$ cat src/rtl/chroma_key_pkg.sv
// Shared constants for the chroma-key compositor: output modes and config register addresses.
package chroma_key_pkg;

  typedef logic [1:0] mode_t;

  localparam mode_t BYPASS = 2'd0;
  localparam mode_t KEY    = 2'd1;
  localparam mode_t MATTE  = 2'd2;
  localparam mode_t BG     = 2'd3;

  localparam logic [1:0] CFG_KEY  = 2'd0;
  localparam logic [1:0] CFG_TOL  = 2'd1;
  localparam logic [1:0] CFG_MODE = 2'd2;

endpackage

$ cat src/rtl/ck_channel_cmp.sv
// Combinational per-channel key test: |px - key| <= tol, unsigned, no wrap-around.
module ck_channel_cmp
  import chroma_key_pkg::*;
#(
  parameter int unsigned CH_W = 8
) (
  input  logic [CH_W-1:0] px,
  input  logic [CH_W-1:0] key,
  input  logic [CH_W-1:0] tol,
  output logic            match
);

  logic [CH_W:0] diff;

  always_comb begin
    if (px >= key) begin
      diff = {1'b0, px} - {1'b0, key};
    end else begin
      diff = {1'b0, key} - {1'b0, px};
    end
    match = (diff <= {1'b0, tol});
  end

endmodule

$ cat src/rtl/chroma_key_mixer.sv
// Two-stage chroma-key compositor joining foreground and background pixel streams.
// Define CHROMA_KEY_MATCH_CNT_EN to add the per-frame matched-pixel counter output match_cnt.
module chroma_key_mixer
  import chroma_key_pkg::*;
#(
  parameter int unsigned CH_W   = 8,
  parameter int unsigned NUM_CH = 3,
  localparam int unsigned DATA_W = NUM_CH * CH_W
) (
  input  logic              clk,
  input  logic              reset_n,
  input  logic [DATA_W-1:0] fg_data,
  input  logic              fg_valid,
  input  logic              fg_sop,
  input  logic              fg_eop,
  output logic              fg_ready,
  input  logic [DATA_W-1:0] bg_data,
  input  logic              bg_valid,
  input  logic              bg_sop,
  input  logic              bg_eop,
  output logic              bg_ready,
  output logic [DATA_W-1:0] out_data,
  output logic              out_valid,
  output logic              out_sop,
  output logic              out_eop,
  input  logic              out_ready,
  input  logic              cfg_wr,
  input  logic [1:0]        cfg_addr,
  input  logic [DATA_W-1:0] cfg_wdata,
  output logic [15:0]       sync_err_cnt
`ifdef CHROMA_KEY_MATCH_CNT_EN
  ,
  output logic [31:0]       match_cnt
`endif
);

  // Frame framing comes from the foreground stream only.
  logic unused_bg_eop;
  assign unused_bg_eop = bg_eop;

  logic              run_q;
  logic [DATA_W-1:0] key_sh_q, key_act_q, tol_sh_q, tol_act_q;
  mode_t             mode_sh_q, mode_act_q;

  logic              s1_valid_q, s1_sop_q, s1_eop_q, s1_match_q;
  logic [DATA_W-1:0] s1_fg_q, s1_bg_q;
  mode_t             s1_mode_q;

  logic              advance, s1_load_en, both_valid, join_fire, drop, apply_shadow;
  logic [DATA_W-1:0] key_eff, tol_eff, sel_data;
  mode_t             mode_eff;
  logic [NUM_CH-1:0] ch_match;
  logic              pix_match;

  assign advance    = !out_valid | out_ready;
  assign s1_load_en = advance | !s1_valid_q;
  assign both_valid = run_q & fg_valid & bg_valid & s1_load_en;
  assign join_fire  = both_valid & (fg_sop == bg_sop);
  assign drop       = both_valid & (fg_sop != bg_sop);
  // A lone SOP waits while the other stream's stale beats are flushed.
  assign fg_ready   = both_valid & (!fg_sop | bg_sop);
  assign bg_ready   = both_valid & (fg_sop | !bg_sop);

  // The SOP beat that loads the shadow already sees the shadowed values.
  assign apply_shadow = join_fire & fg_sop;
  assign key_eff      = apply_shadow ? key_sh_q  : key_act_q;
  assign tol_eff      = apply_shadow ? tol_sh_q  : tol_act_q;
  assign mode_eff     = apply_shadow ? mode_sh_q : mode_act_q;

  for (genvar g = 0; g < NUM_CH; g++) begin : g_cmp
    ck_channel_cmp #(
      .CH_W (CH_W)
    ) u_cmp (
      .px    (fg_data[g*CH_W +: CH_W]),
      .key   (key_eff[g*CH_W +: CH_W]),
      .tol   (tol_eff[g*CH_W +: CH_W]),
      .match (ch_match[g])
    );
  end

  assign pix_match = &ch_match;

  always_ff @(posedge clk or negedge reset_n) begin
    if (!reset_n) begin
      run_q      <= 1'b0;
      key_sh_q   <= '0;
      tol_sh_q   <= '0;
      mode_sh_q  <= BYPASS;
      key_act_q  <= '0;
      tol_act_q  <= '0;
      mode_act_q <= BYPASS;
    end else begin
      run_q <= 1'b1;
      if (cfg_wr) begin
        case (cfg_addr)
          CFG_KEY:  key_sh_q  <= cfg_wdata;
          CFG_TOL:  tol_sh_q  <= cfg_wdata;
          CFG_MODE: mode_sh_q <= cfg_wdata[1:0];
          default:  ;
        endcase
      end
      if (apply_shadow) begin
        key_act_q  <= key_sh_q;
        tol_act_q  <= tol_sh_q;
        mode_act_q <= mode_sh_q;
      end
    end
  end

  always_comb begin
    sel_data = s1_fg_q;
    case (s1_mode_q)
      BYPASS:  sel_data = s1_fg_q;
      KEY:     sel_data = s1_match_q ? s1_bg_q : s1_fg_q;
      MATTE:   sel_data = s1_match_q ? '1 : '0;
      default: sel_data = s1_bg_q;
    endcase
  end

`ifdef CHROMA_KEY_MATCH_CNT_EN
  logic        s2_match_q;
  logic [31:0] frame_match_q;
`endif

  always_ff @(posedge clk or negedge reset_n) begin
    if (!reset_n) begin
      s1_valid_q   <= 1'b0;
      s1_fg_q      <= '0;
      s1_bg_q      <= '0;
      s1_sop_q     <= 1'b0;
      s1_eop_q     <= 1'b0;
      s1_match_q   <= 1'b0;
      s1_mode_q    <= BYPASS;
      out_valid    <= 1'b0;
      out_data     <= '0;
      out_sop      <= 1'b0;
      out_eop      <= 1'b0;
      sync_err_cnt <= '0;
`ifdef CHROMA_KEY_MATCH_CNT_EN
      s2_match_q    <= 1'b0;
      frame_match_q <= '0;
      match_cnt     <= '0;
`endif
    end else begin
      if (s1_load_en) begin
        s1_valid_q <= join_fire;
        if (join_fire) begin
          s1_fg_q    <= fg_data;
          s1_bg_q    <= bg_data;
          s1_sop_q   <= fg_sop;
          s1_eop_q   <= fg_eop;
          s1_match_q <= pix_match;
          s1_mode_q  <= mode_eff;
        end
      end
      if (advance) begin
        out_valid <= s1_valid_q;
        if (s1_valid_q) begin
          out_data <= sel_data;
          out_sop  <= s1_sop_q;
          out_eop  <= s1_eop_q;
`ifdef CHROMA_KEY_MATCH_CNT_EN
          s2_match_q <= s1_match_q;
`endif
        end
      end
      if (drop && sync_err_cnt != 16'hFFFF) begin
        sync_err_cnt <= sync_err_cnt + 16'd1;
      end
`ifdef CHROMA_KEY_MATCH_CNT_EN
      if (out_valid && out_ready) begin
        if (out_eop) begin
          match_cnt     <= frame_match_q + 32'(s2_match_q);
          frame_match_q <= '0;
        end else begin
          frame_match_q <= frame_match_q + 32'(s2_match_q);
        end
      end
`endif
    end
  end

endmodule

$ cat config.mk
export PLATFORM = sky130hd
export DESIGN_NAME = chroma_key_mixer
export DESIGN_NICKNAME = d
export VERILOG_FILES = /design/src/rtl/chroma_key_pkg.sv /design/src/rtl/ck_channel_cmp.sv /design/src/rtl/chroma_key_mixer.sv
export SDC_FILE = /design/constraint.sdc
export NUM_CORES = 1
export LEC_CHECK = 0
export BUFFER_PORTS_ARGS = -buffer_cell sky130_fd_sc_hd__buf_4
export CORE_UTILIZATION = 50
export CTS_BUF_LIST = sky130_fd_sc_hd__clkbuf_4 sky130_fd_sc_hd__clkbuf_8 sky130_fd_sc_hd__clkbuf_16
export DETAILED_ROUTE_END_ITERATION = 6
export PLACE_DENSITY = 0.7
export SLEW_MARGIN = 10
export SYNTH_ARGS = -nofsm -noshare
export SYNTH_HDL_FRONTEND = slang
export SYNTH_SLANG_ARGS = --single-unit
$ cat constraint.sdc
create_clock -name clk -period 6.6 [get_ports clk]
set_clock_uncertainty 0.1 [all_clocks]
set_input_delay 0.33 -clock clk [delete_from_list [all_inputs] [get_ports clk]]
set_output_delay 0.33 -clock clk [all_outputs]
set_load 0.005 [all_outputs]
## Yosys cells after proc, flatten, opt, wreduce, memory -nomap -nowiden

Cells that the tools add are included.

| storage, ports and cells | value |
|---|---|
| bits in registers | 198 |
| word-level logic and storage cells | 73 |

| cells by class | value |
|---|---|
| add/sub/neg operators | 7 |
| $lt $le $gt $ge | 6 |
| equal/unequal tests | 7 |
| mux-type cells | 9 |
| bitwise operators | 12 |
| reductions and logical operators | 13 |

Operators with widths:

| cell | number |
|---|---|
| 24-bit 2-to-1 mux | 4 |
| 24-bit one-hot mux with 3 select lines | 1 |
| 8-bit by 8-bit subtractor with 9-bit output | 6 |
| 9-bit by 8-bit less-or-equal comparator with 1-bit output | 3 |
| 9-bit 2-to-1 mux | 3 |
| 8-bit greater-or-equal comparator | 3 |
| 16-bit by 1-bit adder with 16-bit output (second input constant) | 1 |
| 16-bit != test (second input constant) | 1 |
| 2-bit AND reduction | 5 |
| 1-bit AND | 8 |
| 2-bit by 1-bit equality test with 1-bit output (second input constant) | 2 |
| 2-bit equality test (second input constant) | 2 |
| 1-bit logical NOT | 4 |
| 2-bit logical NOT | 2 |
| 1-bit bitwise OR | 4 |
| 3-bit AND reduction | 1 |
| 2-bit 2-to-1 mux | 1 |
| 1-bit equality test | 1 |
| 1-bit logical AND | 1 |
| 1-bit != test | 1 |

## Depth between registers and ports, before layout

Gate-level depths: netlist (run 1).

| logic depth | value |
|---|---|
| depth after elaboration | 11 |
| gate-level depth with buffers | 28 |

## Cells and area by module

From an unflattened synthesis (run 1), not the netlist that was laid out.

| unflattened totals | value |
|---|---|
| cells, all modules | 1034 |
| area, all modules | 11038.1 sq um |

By module, submodules not included:

| module | times used | cells each | area each (sq um) |
|---|---|---|---|
| chroma_key_mixer | 1 | 591 | 7922.6 |
| ck_channel_cmp at g_cmp[0].u_cmp ... | 2 | 144 | 997.2 |
| ck_channel_cmp at g_cmp[2].u_cmp | 1 | 155 | 1121.1 |

## Worst setup path after synthesis (run 1)

No wires, ideal clock.

| timing | value |
|---|---|
| path type | input-to-reg |
| start point | in out_ready |
| end point | reg s1_match_q |
| library setup time | 0.110 ns |
| data arrival time | 5.417 ns |
| setup slack | 0.973 ns |
| stages | 27 |
| path through | nand3b_1 nand4_1 inv_1 nand3_1 clkbuf_1 clkbuf_1 mux2i_1 inv_1 ha_1 nand2b_1 a21oi_1 or4b_4 a31oi_4 buf_6 mux2i_1 o21ai_0 a221oi_1 xnor2_1 ha_1 a21oi_1 nor2b_1 o21ai_0 o21ai_0 o21a_1 o22ai_1 nand4_1 o41ai_1 |

| between the ends | value |
|---|---|
| word-level cells in the longest chain between the ends | 10 |
| elaborated cells on any way between the ends | 24 |
| classes of those cells | add/sub: 6; order compare: 6; mux: 5; bitwise: 5; reduce/logical: 2 |

RTL lines:

| element | line | RTL |
|---|---|---|
| from (decl) | chroma_key_mixer.sv:26 | `input logic out_ready,` |
| 1-bit bitwise OR (*) | chroma_key_mixer.sv:55 | `assign advance = !out_valid \| out_ready;` |
| 1-bit bitwise OR (*) | chroma_key_mixer.sv:56 | `assign s1_load_en = advance \| !s1_valid_q;` |
| 1-bit AND (*) | chroma_key_mixer.sv:57 | `assign both_valid = run_q & fg_valid & bg_valid & s1_load_en;` |
| 1-bit AND (*) | chroma_key_mixer.sv:58 | `assign join_fire = both_valid & (fg_sop == bg_sop);` |
| 1-bit AND (*) | chroma_key_mixer.sv:65 | `assign apply_shadow = join_fire & fg_sop;` |
| 24-bit 2-to-1 mux (*) | n/a |  |
| named net g_cmp[1].u_cmp.key[1] | ck_channel_cmp.sv:8 | `input logic [CH_W-1:0] key,` |
| 8-bit by 8-bit subtractor with 9-bit output (tied with other cells) | ck_channel_cmp.sv:19 | `diff = {1'b0, key} - {1'b0, px};` |
| 9-bit 2-to-1 mux (*) | ck_channel_cmp.sv:16 | `if (px >= key) begin` |
| 9-bit by 8-bit less-or-equal comparator with 1-bit output (*) | ck_channel_cmp.sv:21 | `match = (diff <= {1'b0, tol});` |
| 3-bit AND reduction (*) | chroma_key_mixer.sv:81 | `assign pix_match = &ch_match;` |
| to (signal assigned) | chroma_key_mixer.sv:152 | `s1_match_q <= pix_match;` |
| to (decl) | chroma_key_mixer.sv:45 | `logic s1_valid_q, s1_sop_q, s1_eop_q, s1_match_q;` |

The timed path passes the listed nets; every way through them passes the cells marked *.
A chain may end at the register's enable or synchronous reset.

## Worst setup path in the final report (run 1)

| timing | value |
|---|---|
| start point | reg out_valid |
| end point | reg s1_match_q |

| between the ends | value |
|---|---|
| word-level cells in the longest chain between the ends | 11 |
| elaborated cells on any way between the ends | 25 |
| classes of those cells | add/sub: 6; order compare: 6; mux: 5; bitwise: 5; reduce/logical: 3 |

RTL lines:

| element | line | RTL |
|---|---|---|
| from (decl) | chroma_key_mixer.sv:23 | `output logic out_valid,` |
| from (signal assigned) | chroma_key_mixer.sv:157 | `out_valid <= s1_valid_q;` |
| 1-bit logical NOT (*) | chroma_key_mixer.sv:55 |  |
| 1-bit bitwise OR (*) | chroma_key_mixer.sv:55 |  |
| 1-bit bitwise OR (*) | chroma_key_mixer.sv:56 |  |
| 1-bit AND (*) | chroma_key_mixer.sv:57 |  |
| 1-bit AND (*) | chroma_key_mixer.sv:58 |  |
| 1-bit AND (*) | chroma_key_mixer.sv:65 |  |
| 24-bit 2-to-1 mux (*) | n/a |  |
| named net g_cmp[1].u_cmp.key[4] | ck_channel_cmp.sv:8 |  |
| 8-bit by 8-bit subtractor with 9-bit output (tied with other cells) | ck_channel_cmp.sv:19 |  |
| 9-bit 2-to-1 mux (*) | ck_channel_cmp.sv:16 |  |
| 9-bit by 8-bit less-or-equal comparator with 1-bit output (*) | ck_channel_cmp.sv:21 |  |
| 3-bit AND reduction (*) | chroma_key_mixer.sv:81 |  |

Marked as above.

==> reports/metrics.yaml, run 1 <==
io_pins: 129
setup_viol: 0
yosys.area.top_type_share_pct: 46.8
fin_crit_sh_pct: 88.3
power.leakage_nw: 6.35
hold_slack_ns: 0.0289
grt_pass1_wl_mm: 36.6
cts_setup_buffers: 0
die_h_um: 147
worstPathMaxFanout: 16
nets: 1272
cp_cell_sequence: "nand3b_1, nand4_1, inv_1, nand3_4, mux2_2, ha_1, and4_4, nand4_1, or4b_4, a31oi_4, mux2i_1, o21ai_0, a221oi_1, xnor2_1, ha_1, a21oi_1, nor2b_1, o21ai_0, o21ai_0, o21a_1, o22ai_1, nand4_1, o41ai_1"
first_pass_iters: 5
hold_viol_final: 0
clkLatencyLatePin_ns: 0.43
syn_nets: 1159
synth.ff_latch_count: 198
outcome: "finished clean"
path_delay_family: "compound AO/OA/AOI/OAI gates"
maxSlewViolCount: 0
cts_hold_buf: 1
layout_common_cells: "dfrtp_1, buf_4, mux2_2"
synth_cell_types: 54
root_buffer: "clkbuf_16"
arrival_ns: 6.05
post_drt_wl_per_cell_um: 16.1
syn-cell-area_um2: 10600
core_area_um2: 20500
yosys_warnings: 0
postRouteAntennaNets: 0
cts_resized: 0
syn_inst: 994
fp-row-count: 52
avgViaCountPerCell: 5.33
setup_tns_ns: 0
maxCapViolations: 0
initial_core_util_pct: 51.6
rr_worst_depth: 23
numCtsBuffers: 17
rsz0062_at_grt: "no"
drive_gt1_share_pct: 25.5
synth-edff-count: 0
drt-total-wl_mm: 22.3
total_power_mw: 4.80
worstMarginPinSlew_ns: 0.957
h-tree-depth: 4
peakVddDrop_v: 0.000193
grt_overflow_total: 0
place_area_um2: 11800
grt_usage_pct: 21.5
hold_path_class: "in2reg"
synth_flop_cell: "dfrtp_1"
yosysSeqAreaShare_pct: 46.8
gp_congestion: 0.860
start_kind: "flop"
tritoncts: "done"
p_per_area_nw_per_um2: 387
whs_path_depth: 2
clockBufferDepth: 2
critPathSlowestCell: "or4b_4"
critical_path_class: "reg2reg"
final_core_util_pct: 60.6
grt_max_degree: 79
vias: 7408
max_stage_delay_ns: 0.49
yosys.area.top_type: "dfrtp_1"
slew-limit-headroom_pct: 36.2
critPathCaptureType: "flop"
fillCellCount: 1768
avgSynthCellArea_um2: 10.6
clk_pin_slew_ns: 0.08
cp.required_ns: 6.82
antenna_found_initial: 0
path_buf_inv: 1
clock_sinks: 198
syn2layout_area_growth_pct: 17.3
hpwl_mm: 16.4
final_common_cell: "dfrtp_1"
diodes: 0
portBuffers: 127
fp.dieArea_um2: 21700
grt_pass1_vias: 7262
drcViolationCount: 0
die_w_um: 147
period_minus_slack_ns: 5.83
synth_area_leaders: "dfrtp_1, mux2_2, ha_1, mux2i_1, o21ai_0"
critical_path_depth: 23
async_flop_share_pct: 100
fmax_mhz: 172
drt-initial-drc-count: 283
fin_area_um2: 12400
==> final timing paths <==
path                                 to  startpoint  slack (ns)
setup / recovery             s1_match_q   out_valid        0.77
hold / removal               s1_bg_q[4]  bg_data[4]        0.03
setup reg to reg             s1_match_q   out_valid        0.77
hold reg to reg              s1_fg_q[3]  s1_fg_q[3]        0.37
max in group asynchronous    s1_bg_q[3]     reset_n        4.79
min in group asynchronous  tol_sh_q[18]     reset_n        0.39
==> routing by layer <==
layer | up-vias | part of all wire, % | GRT usage, %
met5 | - | 0 | 0
met4 | 0 | 0.98 | 5.82
met3 | 12 | 3.6 | 3.49
met2 | 130 | 47 | 34.4
met1 | 3615 | 49 | 30.5
li1 | 3651 | - | -
==> registers in the layout, indices dropped and copies added, names as in the netlist, 16 cells and up, named ones only <==
name and count:
key_sh_q 24, out_data 24, s1_bg_q 24, s1_fg_q 24
tol_act_q 24, tol_sh_q 24, key_act_q 20, sync_err_cnt 16
==> cell usage after synthesis, drive strengths merged, types with 4 or more instances <==
master / count
o31ai: 4
mux2i: 48
nor3: 6
clkbuf: 39
buf: 6
nor2b: 9
nand4: 14
dfrtp: 198
a21oi: 33
nor2: 21
o21bai: 8
o21ai: 91
nand3: 32
nand3b: 4
a31oi: 6
xnor2: 20
mux2: 105
ha: 75
a211oi: 4
o22ai: 4
fa: 6
and3: 4
nand2b: 7
xor2: 8
nand2: 101
a21o: 20
inv: 89
==> area by class of cell <==
| cell class | instances | area [um^2] | area share [%] |
|---|---|---|---|
| clock buffers | 17 | 425 | 3.43 |
| clock inverters | 14 | 190 | 1.53 |
| inverters | 89 | 334 | 2.69 |
| multi-input cells | 662 | 5120 | 41.2 |
| flip-flops and latches | 198 | 4950 | 39.9 |
| well taps | 270 | 338 | 2.72 |
| repair buffers | 139 | 1050 | 8.48 |
==> kinds of logic after synthesis <==
| group | share of synthesized area [%] |
|---|---|
| AND/OR/NAND/NOR | 9.27 |
| flip-flops | 46.8 |
| AO/OA/AOI/OAI | 10.8 |
| multiplexers | 15.8 |
| buffers and inverters | 4.98 |
| adder cells (fa/ha/maj) | 10.0 |
| XOR/XNOR | 2.32 |
| other | 0.0354 |
==> report_power, final <==
part	switching, mW	internal [mW]	total (mW)	leakage (nW)
clock network	0.476	0.607	1.08	0.298
logic	1.04	0.941	1.98	3.60
registers	0.187	1.55	1.74	2.46
==> metrics by stage <==
step	cells	setup slack [ns]
CTS	1389	0.773
finish	1389	0.769
floorplan	994	0.973
global route	1389	0.322
global placement	1357	0.844
detailed placement	1357	0.758
(Power assumes the default switching activity.)
==> run 2, diff against run 1 <==
--- a/config.mk
+++ b/config.mk
@@ -7,10 +7,11 @@
 export LEC_CHECK = 0
 export BUFFER_PORTS_ARGS = -buffer_cell sky130_fd_sc_hd__buf_4
 export CORE_UTILIZATION = 50
-export CTS_BUF_LIST = sky130_fd_sc_hd__clkbuf_4 sky130_fd_sc_hd__clkbuf_8 sky130_fd_sc_hd__clkbuf_16
+export CTS_BUF_LIST = sky130_fd_sc_hd__clkbuf_8
 export DETAILED_ROUTE_END_ITERATION = 6
 export PLACE_DENSITY = 0.7
 export SLEW_MARGIN = 10
 export SYNTH_ARGS = -nofsm -noshare
 export SYNTH_HDL_FRONTEND = slang
+export SYNTH_HIERARCHICAL = 1
 export SYNTH_SLANG_ARGS = --single-unit
==> reports/metrics.yaml, run 2 <==
outcome: "finished clean"
grt_max_degree: 80
cp.required_ns: 6.88
drive_gt1_share_pct: 28.2
period_minus_slack_ns: 5.15
h-tree-depth: 4
worstMarginPinSlew_ns: 0.966
portBuffers: 127
switching_share_pct: 36.9
arrival_ns: 5.43
holdCritStartpoint: "fg_data[5]"
grt_overflow_total: 0
fp.dieArea_um2: 22700
clockBufferDepth: 2
critPathSlowestCell: "buf_4"
whs_path_depth: 2
maxSlewViolCount: 0
clock_sinks: 198
root_buffer: "clkbuf_8"
peakVddDrop_v: 0.000159
rsz0062_at_grt: "no"
io_pins: 129
yosysSeqAreaShare_pct: 44.9
synth-edff-count: 0
fp-row-count: 53
place_area_um2: 12200
setup_viol: 0
whs_endpoint: "s1_fg_q[5]"
fin_crit_sh_pct: 78.0
tritoncts: "done"
yosys.area.top_type_share_pct: 44.9
critical_path_class: "reg2reg"
worstPathMaxFanout: 51
start_kind: "flop"
yosys_warnings: 6
intPower_mw: 2.88
drt-total-wl_mm: 24.0
drcViolationCount: 0
clkPwrFrac_pct: 15.7
setup_tns_ns: 0
power.leakage_nw: 6.16
yosys.area.top_type: "dfrtp_1"
numCtsBuffers: 17
syn2layout_area_growth_pct: 17.9
antenna_found_initial: 0
layout_common_cells: "dfrtp_1, mux2_2, buf_4"
synth_area_leaders: "dfrtp_1, mux2_2, ha_1, o21ai_0, inv_1"
fmax_mhz: 194
synth_common_cells: "dfrtp_1, mux2_2, inv_1"
p_per_area_nw_per_um2: 351
rr_endpoint: "s1_match_q"
p_seq_share_pct: 38.0
avgSynthCellArea_um2: 10.7
cp_cell_sequence: "nand3b_1, nand4_1, buf_4, mux2_2, ha_1, a21o_1, a221o_1, or2_1, a211oi_2, xnor2_1, ha_1, a21oi_1, nor2b_1, o21ai_0, nand2b_1, a211oi_1, o32a_1, nand3_1, o21ai_0"
post_drt_wl_per_cell_um: 16.2
hold_path_class: "in2reg"
nets: 1356
first_pass_iters: 4
syn-cell-area_um2: 11000
grt_pass1_wl_mm: 39.9
die_h_um: 151
fin_area_um2: 13000
drt-initial-drc-count: 296
hpwl_mm: 17.4
hold_slack_ns: 0.0320
core_area_um2: 21400
total_power_mw: 4.57
syn_inst: 1034
synth.ff_latch_count: 198
path_delay_family: "compound AO/OA/AOI/OAI gates"
rr_worst_depth: 19
stdcell_count: 1478
postRouteAntennaNets: 0
grt_pass1_vias: 8041
avgViaCountPerCell: 5.35
max_stage_delay_ns: 0.58
clkLatencyLatePin_ns: 0.46
initial_core_util_pct: 51.7
grt_usage_pct: 22.6
maxCapViolations: 0
dp_cells: 1397
switchingPower_mw: 1.69
path_buf_inv: 1
synth_cell_types: 65
async_flop_share_pct: 100
vias: 7911
syn_nets: 1199
gp_congestion: 0.855
diodes: 0
cts_resized: 0
pwr-share-comb_pct: 46.3
die_w_um: 151
rrSetupSlack_ns: 1.45
clk_pin_slew_ns: 0.10
critPathCaptureType: "flop"
slew-limit-headroom_pct: 35.6
timing.rr.start: "out_valid"
synth_flop_cell: "dfrtp_1"
hold_viol_final: 0
yosysMostFrequentCell: "dfrtp_1"
final_common_cell: "dfrtp_1"
run 2: cell types whose count changed after synthesis, sizes merged, moves of 8 or more:
cell,delta
nor2,+13
and3,+9
buf,+21
mux2,+50
nand2,-18
mux2i,-42
nand3,+11
clkbuf,-20
o21ai,-15
nor3,+10
o21bai,-8
a21o,-10
run 2: cells by family (layout without fill, tap and decap cells):
family / Yosys count / after routing / share of synthesized area [%]
simple gates: 260 / 260 / 11.9
buf+inv: 135 / 304 / 5.29
other cells: 1 / 1 / 0.0340
fa+ha+maj: 81 / 81 / 9.59
flops: 198 / 198 / 44.9
compound gates: 173 / 173 / 9.94
xor+xnor: 25 / 25 / 1.98
mux: 161 / 161 / 16.4
run 2: per-layer routing:
layer	global-route usage [%]	share of wire, %	wire [um]	vias to the layer above
li1	-	-	-	3905
met1	30.2	47	11200	3859
met2	37.7	48	11600	126
met3	4.00	3.0	730	21
met4	6.60	1.7	416	0
met5	0	0	0	-
run 2: stage by stage:
stage	worst slack (ns)	utilization, %
floorplan	2.19	-
global placement	1.26	56.9
detailed placement	1.17	56.9
CTS	1.38	60.9
global route	0.968	60.9
finish	1.45	60.9
run 2: cell type report:
class	instances	area, um^2
Fill cell	1817	8340
Multi-Input combinational cell	701	5510
Sequential cell	198	4950
Timing Repair Buffer	184	1510
Tap cell	275	344
Inverter	89	334
Clock buffer	18	248
Clock inverter	13	110
run 2: worst reg2reg max path, stage by stage, from the launching register on:
cell and delay, ns:
dfrtp_1 0.38, nand3b_1 0.18, nand4_1 0.16, buf_4 0.58, mux2_2 0.48, ha_1 0.38
a21o_1 0.21, a221o_1 0.42, or2_1 0.35, a211oi_2 0.30, xnor2_1 0.16, ha_1 0.26
a21oi_1 0.13, nor2b_1 0.06, o21ai_0 0.15, nand2b_1 0.07, a211oi_1 0.26, o32a_1 0.19
nand3_1 0.09, o21ai_0 0.15
run 2: power groups by stage:
stage	registers (mW)	logic, mW	clock network [mW]
2_1_floorplan	1.70	1.55	0
3_3_place_gp	1.75	2.05	0
3_5_place_dp	1.76	2.09	0
4_1_cts	1.74	2.12	0.746
5_1_grt	1.78	2.40	0.797
6_report	1.74	2.11	0.719
run 2: how the worst max path moves through the flow:
stage,from,end,slack (ns),cells after the start
2_1_floorplan,fg_sop,s1_match_q,2.19,22
3_3_place_gp,fg_sop,s1_match_q,1.26,21
3_5_place_dp,fg_sop,s1_match_q,1.17,21
4_1_cts,out_valid,s1_match_q,1.38,19
5_1_grt,s1_valid_q,s1_match_q,0.97,19
6_report,out_valid,s1_match_q,1.45,19
run 2: what timing repair did:
action	CTS	global route
hold endpoints to repair	141	2
buffers inserted	0	0
hold buffers	48	2
setup endpoints to repair	0	0
==> run 3, diff against run 2 <==
==> constraint.sdc (replaced) <==
create_clock -name clk -period 5.19 [get_ports clk]
set_clock_uncertainty 0.1 [all_clocks]
set_input_delay 0.2595 -clock clk [delete_from_list [all_inputs] [get_ports clk]]
set_output_delay 0.2595 -clock clk [all_outputs]
set_load 0.005 [all_outputs]
==> reports/metrics.yaml, run 3 (synthesis results as in run 2) <==
hold_path_class: "in2reg"
drive_gt1_share_pct: 28.7
clockBufferDepth: 2
vias: 8128
postRouteAntennaNets: 0
crit_start: "out_ready"
antenna_found_initial: 0
period_minus_slack_ns: 5.00
diodes: 0
cp.required_ns: 5.47
hpwl_mm: 17.2
outcome: "finished clean"
slew-limit-headroom_pct: 33.0
tritoncts: "done"
setup_tns_ns: 0
total_power_mw: 6.07
drt-initial-drc-count: 424
grt_overflow_total: 0
clock_sinks: 198
avgViaCountPerCell: 5.36
initial_core_util_pct: 51.7
h-tree-depth: 4
peakVddDrop_v: 0.000219
hold_viol_final: 0
fmax_mhz: 200
nets: 1394
worstMarginPinSlew_ns: 1.01
fin_crit_sh_pct: 96.4
clkLatencyLatePin_ns: 0.47
syn2layout_area_growth_pct: 22.1
arrival_ns: 5.28
maxCapViolations: 0
maxSlewViolCount: 0
dp_cells: 1405
critPathCaptureType: "flop"
drcViolationCount: 0
holdCritStartpoint: "fg_sop"
setup_viol: 0
io_pins: 129
timing.rr.start: "s1_valid_q"
fp-row-count: 53
fillCellCount: 1736
p_per_area_nw_per_um2: 450
first_pass_iters: 5
gp_congestion: 0.847
critical_path_class: "in2reg"
die_h_um: 151
clk_pin_slew_ns: 0.09
drt-total-wl_mm: 25.4
fp.dieArea_um2: 22700
final_common_cell: "dfrtp_1"
power.leakage_nw: 6.38
grt_pass1_wl_mm: 40.6
start_kind: "primary input"
worstPathMaxFanout: 10
layout_common_cells: "dfrtp_1, mux2_2, buf_4"
die_w_um: 151
root_buffer: "clkbuf_8"
grt_max_degree: 121
post_drt_wl_per_cell_um: 16.7
stdcell_count: 1517
grt_pass1_vias: 8104
core_area_um2: 21400
numCtsBuffers: 17
portBuffers: 127
grt_usage_pct: 23.0
## run 3: cell count changes in the layout (fill, tap and decap cells not counted), sizes merged
cell / previous run / this run
buf: 133 / 145
clkinvlp: 5 / 2
dlygate4sd3: 50 / 75
clkbuf: 19 / 22
bufinv: 1 / 3
## run 3: repair_timing
item / in CTS / in global routing
hold buffers: 75 / 0
setup endpoints to repair: 0 / 1
setup buffers: 0 / 3
endpoints found under the hold margin: 178 / 0
gates resized for setup: 0 / 2
## run 3: layer usage
metal,wire [um],global-route usage (%),vias up
li1,-,-,3981
met4,516,7.05,0
met2,12200,38.7,181
met1,11800,30.4,3932
met5,0,0,-
met3,846,3.73,34
## run 3: final timing paths
check,endpoint,slack [ns],depth (start not counted)
max,s1_match_q,0.19,21
max in group asynchronous,tol_sh_q[2],3.59,3
min,s1_mode_q[1],0.06,3
min in group asynchronous,sync_err_cnt[15],0.26,2
min reg2reg,out_data[11],0.38,2
max reg2reg,s1_match_q,0.34,19
## run 3: area by class of cell
type | instances | area (um^2) | share of cell area [%]
multi-input combinational | 701 | 5510 | 40.9
sequential | 198 | 4950 | 36.8
timing repair buffer | 222 | 1900 | 14.1
tap | 275 | 344 | 2.55
inverter | 89 | 334 | 2.48
clock buffer | 20 | 275 | 2.04
clock inverter | 12 | 163 | 1.21
## run 3: per-stage QoR
| stage | worst slack (ns) | hold slack [ns] | instance area (um^2) | utilization [%] |
|---|---|---|---|---|
| after global routing | -0.00315 | 0.0546 | 13500 | 63.1 |
| after global placement | 0.252 | 0.230 | 12200 | 57.3 |
| after detailed placement | 0.192 | 0.234 | 12200 | 57.3 |
| after CTS | 0.216 | 0.0404 | 13400 | 62.9 |
| final | 0.187 | 0.0631 | 13500 | 63.1 |
| after floorplan | 0.849 | -0.136 | 11000 | - |
## run 3: power breakdown
group | switching (mW) | internal [mW]
Combinational | 1.42 | 1.35
Sequential | 0.234 | 1.98
Clock | 0.563 | 0.524
## run 3: worst max-delay path, stage by stage
cell and delay (ns):
dlygate4sd3_1 0.55, buf_4 0.14, nand3b_1 0.24, nand4_1 0.24, buf_4 0.18, buf_6 0.20
mux2_2 0.41, ha_1 0.31, nor2b_4 0.14, o31a_1 0.31, o31a_2 0.42, nor2_4 0.14
mux2_1 0.34, ha_1 0.28, nor2b_1 0.13, o21ai_0 0.15, a21o_1 0.15, a21oi_1 0.07
a211oi_1 0.31, nand3_1 0.14, o21ai_0 0.17
